--- src/rtl/mdu_pkg.sv ---
// rtl/mdu_pkg.sv - shared encodings and latency defaults for the MDU issue path
package mdu_pkg;

  // Instruction class presented by decode; NONE aliases MFLO and is only
  // meaningful together with InValid.
  localparam logic [2:0] OP_MULT  = 3'd0;
  localparam logic [2:0] OP_MULTU = 3'd1;
  localparam logic [2:0] OP_DIV   = 3'd2;
  localparam logic [2:0] OP_DIVU  = 3'd3;
  localparam logic [2:0] OP_MTHI  = 3'd4;
  localparam logic [2:0] OP_MTLO  = 3'd5;
  localparam logic [2:0] OP_MFHI  = 3'd6;
  localparam logic [2:0] OP_MFLO  = 3'd7;
  localparam logic [2:0] OP_NONE  = 3'd7;

  // MDU start opcodes
  localparam logic [3:0] MDU_MULT  = 4'd0;
  localparam logic [3:0] MDU_MULTU = 4'd1;
  localparam logic [3:0] MDU_DIV   = 4'd2;
  localparam logic [3:0] MDU_DIVU  = 4'd3;

  localparam int MULT_LAT_DEF = 5;
  localparam int DIV_LAT_DEF  = 10;

  typedef enum logic [1:0] {
    ST_IDLE  = 2'd0,
    ST_ISSUE = 2'd1,
    ST_WAIT  = 2'd2
  } state_e;

  // Multiply and divide occupy the low half of the op space
  function automatic logic is_muldiv(input logic [2:0] op);
    return !op[2];
  endfunction

endpackage

--- src/rtl/mdu_issuer_if.sv ---
// rtl/mdu_issuer_if.sv - decode-to-issuer instruction handshake
interface mdu_issuer_if;
  logic        InValid;
  logic [2:0]  InOp;
  logic [31:0] InSrcA;
  logic [31:0] InSrcB;
  logic        InReady;
  logic        Stall;

  modport master (output InValid, InOp, InSrcA, InSrcB, input InReady, Stall);
  modport slave  (input InValid, InOp, InSrcA, InSrcB, output InReady, Stall);
endinterface

--- src/rtl/mdu_lat_counter.sv ---
// rtl/mdu_lat_counter.sv - loadable, freezable down-counter mirroring MDU latency
module mdu_lat_counter #(
  parameter int CW = 8
) (
  input  logic          clk,
  input  logic          reset,
  input  logic          i_load,
  input  logic [CW-1:0] i_load_val,
  input  logic          i_dec,
  output logic          o_last
);

  logic [CW-1:0] r_count;

  // Load wins over decrement; decrement stops at zero and is gated by the caller for freeze
  always_ff @(posedge clk) begin
    if (reset) begin
      r_count <= '0;
    end else if (i_load) begin
      r_count <= i_load_val;
    end else if (i_dec && (r_count != '0)) begin
      r_count <= r_count - 1'b1;
    end
  end

  assign o_last = (r_count == CW'(1));

endmodule

--- src/rtl/mdu_issuer.sv ---
// rtl/mdu_issuer.sv - E-stage MDU command issuer; optional checker under MDU_CHECK_EN
module mdu_issuer
  import mdu_pkg::*;
#(
  parameter int MULT_LAT = MULT_LAT_DEF,
  parameter int DIV_LAT  = DIV_LAT_DEF
) (
  input  logic               clk,
  input  logic               reset,
  input  logic               Req,
  mdu_issuer_if.slave        d,
  output logic               Start,
  output logic [3:0]         MDUOp,
  output logic               HIWrite,
  output logic               LOWrite,
  output logic               HIRead,
  output logic               LORead,
  output logic [31:0]        SrcA,
  output logic [31:0]        SrcB,
  output logic               RdValid,
  input  logic               Busy,
  output logic               ProtoErr
);

  localparam int CW = 8;

  state_e      r_state;
  logic [2:0]  r_op;
  logic        r_start, r_hiw, r_low, r_hir, r_lor, r_rdv;
  logic [3:0]  r_mduop;
  logic [31:0] r_srca, r_srcb;

  logic w_ready, w_accept, w_load, w_dec, w_last;

  assign w_ready  = (r_state == ST_IDLE) && !Busy && !Req;
  assign w_accept = d.InValid && w_ready;
  assign d.InReady = w_ready;
  assign d.Stall   = d.InValid && !w_ready;

  // Countdown is armed only when the MDU actually takes the command
  assign w_load = (r_state == ST_ISSUE) && !Req && is_muldiv(r_op);
  assign w_dec  = (r_state == ST_WAIT) && !Req;

  mdu_lat_counter #(.CW(CW)) u_cnt (
    .clk        (clk),
    .reset      (reset),
    .i_load     (w_load),
    .i_load_val (r_op[1] ? CW'(DIV_LAT) : CW'(MULT_LAT)),
    .i_dec      (w_dec),
    .o_last     (w_last)
  );

  // Issue FSM: strobes are registered on acceptance so they live exactly in the ISSUE cycle
  always_ff @(posedge clk) begin
    if (reset) begin
      r_state <= ST_IDLE;
      r_op    <= '0;
      r_start <= 1'b0;
      r_hiw   <= 1'b0;
      r_low   <= 1'b0;
      r_hir   <= 1'b0;
      r_lor   <= 1'b0;
      r_rdv   <= 1'b0;
      r_mduop <= '0;
      r_srca  <= '0;
      r_srcb  <= '0;
    end else begin
      r_start <= 1'b0;
      r_hiw   <= 1'b0;
      r_low   <= 1'b0;
      r_hir   <= 1'b0;
      r_lor   <= 1'b0;
      r_rdv   <= 1'b0;
      r_mduop <= '0;
      case (r_state)
        ST_IDLE: begin
          if (w_accept) begin
            r_op    <= d.InOp;
            r_srca  <= d.InSrcA;
            r_srcb  <= d.InSrcB;
            r_state <= ST_ISSUE;
            case (d.InOp)
              OP_MULT, OP_MULTU, OP_DIV, OP_DIVU: begin
                r_start <= 1'b1;
                r_mduop <= {2'b00, d.InOp[1:0]};
              end
              OP_MTHI: r_hiw <= 1'b1;
              OP_MTLO: r_low <= 1'b1;
              OP_MFHI: begin
                r_hir <= 1'b1;
                r_rdv <= 1'b1;
              end
              OP_MFLO: begin
                r_lor <= 1'b1;
                r_rdv <= 1'b1;
              end
              default: ;
            endcase
          end
        end
        ST_ISSUE: begin
          if (Req)                  r_state <= ST_IDLE;
          else if (is_muldiv(r_op)) r_state <= ST_WAIT;
          else                      r_state <= ST_IDLE;
        end
        ST_WAIT: begin
          if (w_last && !Req) r_state <= ST_IDLE;
        end
        default: r_state <= ST_IDLE;
      endcase
    end
  end

  assign Start   = r_start;
  assign MDUOp   = r_mduop;
  assign HIWrite = r_hiw;
  assign LOWrite = r_low;
  assign HIRead  = r_hir;
  assign LORead  = r_lor;
  assign SrcA    = r_srca;
  assign SrcB    = r_srcb;
  // A flushed read must not be consumed downstream
  assign RdValid = r_rdv && !Req;

`ifdef MDU_CHECK_EN
  logic w_expected, w_check, r_proto_err;

  assign w_expected = ((r_state == ST_ISSUE) && is_muldiv(r_op) && !Req) || (r_state == ST_WAIT);
  assign w_check    = !((r_state == ST_ISSUE) && !is_muldiv(r_op));

  // Sticky flag: our view of MDU occupancy disagreed with the MDU's Busy
  always_ff @(posedge clk) begin
    if (reset) begin
      r_proto_err <= 1'b0;
    end else if (w_check && (Busy != w_expected)) begin
      r_proto_err <= 1'b1;
    end
  end

  assign ProtoErr = r_proto_err;
`else
  assign ProtoErr = 1'b0;
`endif

endmodule

--- src/flat_wrapper.sv ---
// flat-port wrapper written by rule: the top's interface ports become plain ports
module mdu_issuer_flat import mdu_pkg::*;
#(
  parameter int MULT_LAT = MULT_LAT_DEF,
  parameter int DIV_LAT  = DIV_LAT_DEF
)
  (clk, reset, Req, Start, MDUOp, HIWrite, LOWrite, HIRead, LORead, SrcA, SrcB, RdValid, Busy, ProtoErr, d_InValid, d_InOp, d_InSrcA, d_InSrcB, d_InReady, d_Stall);
  mdu_issuer_if d_i ();
  input  logic clk;
  input  logic reset;
  input  logic Req;
  output logic Start;
  output logic [3:0] MDUOp;
  output logic HIWrite;
  output logic LOWrite;
  output logic HIRead;
  output logic LORead;
  output logic [31:0] SrcA;
  output logic [31:0] SrcB;
  output logic RdValid;
  input  logic Busy;
  output logic ProtoErr;
  input wire logic [$bits(d_i.InValid)-1:0] d_InValid;
  input wire logic [$bits(d_i.InOp)-1:0] d_InOp;
  input wire logic [$bits(d_i.InSrcA)-1:0] d_InSrcA;
  input wire logic [$bits(d_i.InSrcB)-1:0] d_InSrcB;
  output wire logic [$bits(d_i.InReady)-1:0] d_InReady;
  output wire logic [$bits(d_i.Stall)-1:0] d_Stall;
  assign d_i.InValid = d_InValid;
  assign d_i.InOp = d_InOp;
  assign d_i.InSrcA = d_InSrcA;
  assign d_i.InSrcB = d_InSrcB;
  assign d_InReady = d_i.InReady;
  assign d_Stall = d_i.Stall;
  mdu_issuer #(.MULT_LAT(MULT_LAT), .DIV_LAT(DIV_LAT)) u_core (.clk(clk), .reset(reset), .Req(Req), .d(d_i), .Start(Start), .MDUOp(MDUOp), .HIWrite(HIWrite), .LOWrite(LOWrite), .HIRead(HIRead), .LORead(LORead), .SrcA(SrcA), .SrcB(SrcB), .RdValid(RdValid), .Busy(Busy), .ProtoErr(ProtoErr));
endmodule
--- config.mk ---
export PLATFORM = sky130hd
export DESIGN_NAME = mdu_issuer_flat
export DESIGN_NICKNAME = d
export VERILOG_FILES = /design/src/rtl/mdu_pkg.sv /design/src/rtl/mdu_issuer_if.sv /design/src/rtl/mdu_lat_counter.sv /design/src/rtl/mdu_issuer.sv /design/src/flat_wrapper.sv
export SDC_FILE = /design/constraint.sdc
export NUM_CORES = 1
export LEC_CHECK = 0
export CAP_MARGIN = 20
export CORE_ASPECT_RATIO = 1.25
export CORE_UTILIZATION = 42
export DETAILED_ROUTE_END_ITERATION = 10
export PLACE_DENSITY = 0.8
export SLEW_MARGIN = 20
export SYNTH_ARGS = -nofsm -noshare
export SYNTH_HDL_FRONTEND = slang
export SYNTH_HIERARCHICAL = 1
export SYNTH_SLANG_ARGS = --single-unit
--- constraint.sdc ---
create_clock -name clk -period 4.8 [get_ports clk]
set_clock_uncertainty 0.15 [all_clocks]
set_input_delay 1.2 -clock clk [delete_from_list [all_inputs] [get_ports clk]]
set_output_delay 1.2 -clock clk [all_outputs]
set_load 0.02 [all_outputs]
; Word-level counts from Yosys, hierarchy flattened
; Cells that the tools add are included.
[word_totals]
register_bits = 87
inputBits = 72
output_inout_bits = 77
[op_classes]
n_addsub = 1
eq_ne = 12
n_mux = 14
n_bitwise = 3
reduce_logical = 24
[op_table]
columns = cell, n
row1 = $mux W8, 2
row2 = $eq A3 B3 Y1 const B, 4
row3 = $logic_and A1 B1 Y1, 10
row4 = $eq A8 B1 Y1 const B, 1
row5 = $mux W2, 4
row6 = $reduce_bool A8 Y1, 1
row7 = $reduce_or A4 Y1, 2
row8 = $sub A8 B1 Y8 const B, 1
row9 = $eq A3 B2 Y1 const B, 2
row10 = $mux W1, 6
row11 = $pmux W2 S3, 1
row12 = $logic_not A1 Y1, 4
row13 = $mux W4, 1
row14 = $reduce_and A2 Y1, 2
row15 = $eq A3 B1 Y1 const B, 1
row16 = $logic_not A3 Y1, 1
row17 = $not A1 Y1, 3
row18 = $reduce_or A3 Y1, 1
row19 = $eq A2 B1 Y1 const B, 1
row20 = $eq A2 B2 Y1 const B, 1
row21 = $logic_not A2 Y1, 1
row22 = $ne A2 B1 Y1 const B, 1
row23 = $ne A2 B2 Y1 const B, 1
row24 = $reduce_bool A2 Y1, 1
row25 = $reduce_or A2 Y1, 1

; Longest topological paths before layout
[depth]
depth_word = 6
mapped_depth = 6

; By module
; Netlist, hierarchy kept.
[modules_own_cells]
columns = module, n_inst, cells_each, area_per_inst_um2, seq_area_each_um2
row1 = mdu_issuer, 1, 338, 2866.5, 1521.5
row2 = mdu_lat_counter, 1, 59, 524.3, 160.2

; Worst setup path after synthesis
; OpenSTA, ideal clock, no wires.
[synth_path]
path_kind = in2out
start = input Req
end = output d_Stall
arrival_time_ns = 2.183
required_time_ns = 3.450
path_slack_ns = 1.267
stages = 4
path_buffers = 1
cell_sequence = or4_4 clkinv_2 buf_2 nor2_1
[synth_between]
elab_chain_len = 4
[synth_rtl]
columns = element, line
row1 = from (decl), flat_wrapper.sv:11  ; input logic Req;
row2 = $logic_not A1 Y1, mdu_issuer.sv:35  ; assign w_ready = (r_state == ST_IDLE) && !Busy && !Req;
row3 = $logic_and A1 B1 Y1, mdu_issuer.sv:35
row4 = named net d_InReady, flat_wrapper.sv:27  ; output wire logic [$bits(d_i.InReady)-1:0] d_InReady;
row5 = $logic_not A1 Y1, mdu_issuer.sv:38  ; assign d.Stall = d.InValid && !w_ready;
row6 = $logic_and A1 B1 Y1, mdu_issuer.sv:38
row7 = to (decl), flat_wrapper.sv:28  ; output wire logic [$bits(d_i.Stall)-1:0] d_Stall;
; The timed path passes the listed nets, and every way through them passes these cells.

; Final worst setup path
[layout_path]
start = input Req
end = output d_InReady
[layout_between]
elab_chain_len = 2
[layout_rtl]
columns = element, line
row1 = $logic_not A1 Y1, mdu_issuer.sv:35
row2 = $logic_and A1 B1 Y1, mdu_issuer.sv:35
row3 = to (decl), flat_wrapper.sv:27
; Every way passes these cells.

==> results.md <==
- Status: finished, final reports clean
- WS Path Type: in -> out
- GP Congestion: approximately 0.74
- Core area: 7790 um2
- IO Count: 149
- Synth unique cells: 43
- DP Wirelength: 6140 um
- Crit start category: primary input
- Placed cells: 607
- Total gr overflow: 0
- Layout fillers: between 600 and 700
- Via count: 3417
- Layout cells sized above 1: 0.0588
- CTS sink cnt: 84
- Port Buf Inserts: 145
- Initial antenna violation count: 0
- Crit path capture type: primary output
- CTS Buffer Depth: 2
- Syn Inst Count: between 300 and 400
- Htree depth: 3
- Starting Density: 0.435
- Vias in the first global route: 3125
- Predominant post-synthesis flop cell: dfxtp_1
- Area grow syn2layout: 47.0%
- Hold depth: 2
- Hold WC Path Type: reg -> reg
- Site Rows: 36
- Global-route wire length before repair: 15000 um
- Antenna Cells: 0
- Total GRT Usage: 0.232
- Vias per Instance: 5.49
- F_max: 0.234 GHz
- Final hold vios: 0
- Slew Limit Fails: 0
- Post-Syn Area per Cell: 8.54 um2
- Post-synthesis async set-or-reset flop share: 0
- Pin count of the biggest net entering global routing: a little under 70
- Postcts setup bufs: 0
- Post-layout minimum cycle time: 4.27 ns
- Final nets: between 500 and 600
- Post-Place Cell Area: roughly 4800 um2
- Critical Path RT: 3.45 ns
- Area of the multi-input gates: 1490 um2
- Worst Reg-to-Reg Cells: 5
- Unrepaired setup endpoints after global routing: no
- Ys Warns: 6
- CP arrival: 2.92 ns
- Setup TNS: 0 ns
- Worst setup path endpoint: d_InReady
- Final count of negative-setup-slack endpoints: 0
- WL per Instance: approximately 16 um
- Die W: 82.4 um
- PnR Total Power: 1.40 mW
- DRT Wirelength: 9690 um
- Maximum vdd drop: ~0.00019 V
- MaxCap Viol Count: 0
- CP Max Fanout: 5
- Die height: 102 um
- Slew @ Worst Pin: 0.854 ns
- Post-synth EDFFs: 0
- Post-synthesis cell area: 3390 um2
- Hold_buf cts: 0
- Clock buffer count from CTS: 9
- Worst setup path start: Req
- Pwr/cell area: 280 nW/um2
- Initial drt markers: 242
- Yosys reg bits: 84
- Worst Setup Slack, final: between 0.5 and 0.6 ns
- Full die area: 8440 um2
- DP Worst Slack: 0.530 ns
- Leak pwr: 1.66 nW
- Post-route DRC: 0
- Slew Limit Headroom: 0.430
- Clock Latency Late Sink: 0.35 ns
- Clk slew on worst S/H paths: around 0.080 ns
- Register area: 1680 um2
- CTS tree: done
- R2R Setup Slk: 2.51 ns
- Worst r2r dst: u_core/HIRead$_SDFF_PP0_
- Finished Layout Cells: 622
- Post-synthesis sequential area ratio: 0.496
- Final instance area: ~5000 um2
- CTS root buf: clkbuf_8
- Post-CTS sizing: 0
- Reg-to-reg startpoint: u_core/r_state[1]$_SDFFE_PP0P_
- Fin crit share: 0.891
- Antenna-violating nets left: 0
- 1st-pass router iterations: 4
==> cell families after synthesis <==
kind of cell,after synthesis,share of synthesized area
other cells,1,0.00111
fa+ha+maj,3,0.0111
buf+inv,52,0.0716
flops,84,0.496
xor+xnor,4,0.0103
simple gates,103,0.169
compound gates,150,0.241
==> layer usage <==
layer,part of all wire,track usage,wire length [um],vias to the layer above
li1,-,-,-,1657
met1,0.40,0.279,3870,1620
met2,0.49,0.357,4730,121
met3,0.085,0.100,823,19
met4,0.027,0.0999,257,0
met5,0,0,0,-
==> cell type report <==
class | instances | share of cell area
sequential | 84 | 0.337
multi-input combinational | 267 | 0.299
timing repair buffer | 151 | 0.298
clock buffer | 13 | 0.0319
tap | 95 | 0.0239
inverter | 10 | 0.00778
clock inverter | 2 | 0.00201
==> state kept, by name (all words and copies together) (netlist names) <==
signal and count:
u_core/SrcA 32, u_core/SrcB 32, u_core/u_cnt/r_count 8, u_core/MDUOp 2
u_core/r_op 2, u_core/r_state 2, u_core/HIRead 1, u_core/HIWrite 1
u_core/LORead 1, u_core/LOWrite 1, u_core/Start 1, u_core/r_rdv 1
==> worst min-delay path by stage <==
| stage | start | to |
|---|---|---|
| finish | u_core/SrcA[27]$_SDFFE_PP0P_ | u_core/SrcA[27]$_SDFFE_PP0P_ |
| global route | u_core/SrcA[13]$_SDFFE_PP0P_ | u_core/SrcA[13]$_SDFFE_PP0P_ |
| CTS | u_core/SrcA[27]$_SDFFE_PP0P_ | u_core/SrcA[27]$_SDFFE_PP0P_ |
| detailed placement | u_core/SrcB[26]$_SDFFE_PP0P_ | u_core/SrcB[26]$_SDFFE_PP0P_ |
| global placement | u_core/SrcA[16]$_SDFFE_PP0P_ | u_core/SrcA[16]$_SDFFE_PP0P_ |
| floorplan | u_core/r_op[2]$_SDFFE_PP0P_ | u_core/r_op[2]$_SDFFE_PP0P_ |
==> worst max-delay path: stages <==
cell and delay [ns]:
clkdlybuf4s50_1 0.48, or4_4 0.53, clkinv_2 0.11, clkdlybuf4s50_1 0.61
==> cells in the mapped netlist, types with 2 or more instances <==
cell       n  share of area
ha_1       3          0.011
nor4b_1    2         0.0052
buf_4      3         0.0066
nor3_1     3         0.0044
o21ai_0   61          0.090
o21ai_1    6         0.0089
and3b_1    2         0.0052
and4_1     2         0.0052
inv_1      9          0.010
nor4_1     2         0.0037
buf_2      7          0.010
nand3_1   66          0.097
clkbuf_1  27          0.030
nor2_1     7         0.0078
dfxtp_1   84           0.50
nand2_1    7         0.0078
a211oi_1   5          0.011
or4_4      2         0.0066
a21oi_1   69           0.10
xnor2_1    4          0.010
nor3b_1    2         0.0044
buf_6      3          0.010
==> cells in the final DEF, fill, tap and decap left out, types with 2 or more instances in the layout <==
| master | count |
|---|---|
| and4_1 | 2 |
| ha_1 | 3 |
| nor3b_1 | 2 |
| o21ai_0 | 61 |
| nor2_1 | 7 |
| nand3_1 | 66 |
| clkdlybuf4s50_1 | 143 |
| nor4_1 | 2 |
| nand2_1 | 7 |
| and3b_1 | 2 |
| clkbuf_1 | 2 |
| buf_4 | 6 |
| a21oi_1 | 69 |
| clkbuf_8 | 11 |
| a211oi_1 | 5 |
| xnor2_1 | 4 |
| buf_2 | 2 |
| nor4b_1 | 2 |
| conb_1 | 7 |
| inv_1 | 9 |
| nor3_1 | 3 |
| clkinv_2 | 3 |
| dfxtp_1 | 84 |
| o21ai_1 | 6 |
| or4_4 | 2 |
==> where the power goes <==
part | total (mW) | internal, mW | switching (mW) | leakage [nW]
Combinational | 0.216 | 0.104 | 0.112 | 0.889
Clock | 0.453 | 0.213 | 0.241 | 0.0893
Sequential | 0.728 | 0.717 | 0.0107 | 0.681
==> per-stage QoR <==
stage	utilization	hold WS (ns)
2_1_floorplan	-	0.304
3_3_place_gp	0.618	0.310
3_5_place_dp	0.618	0.317
4_1_cts	0.640	0.326
5_1_grt	0.640	0.343
6_report	0.640	0.327
(Power assumes the default switching activity.)
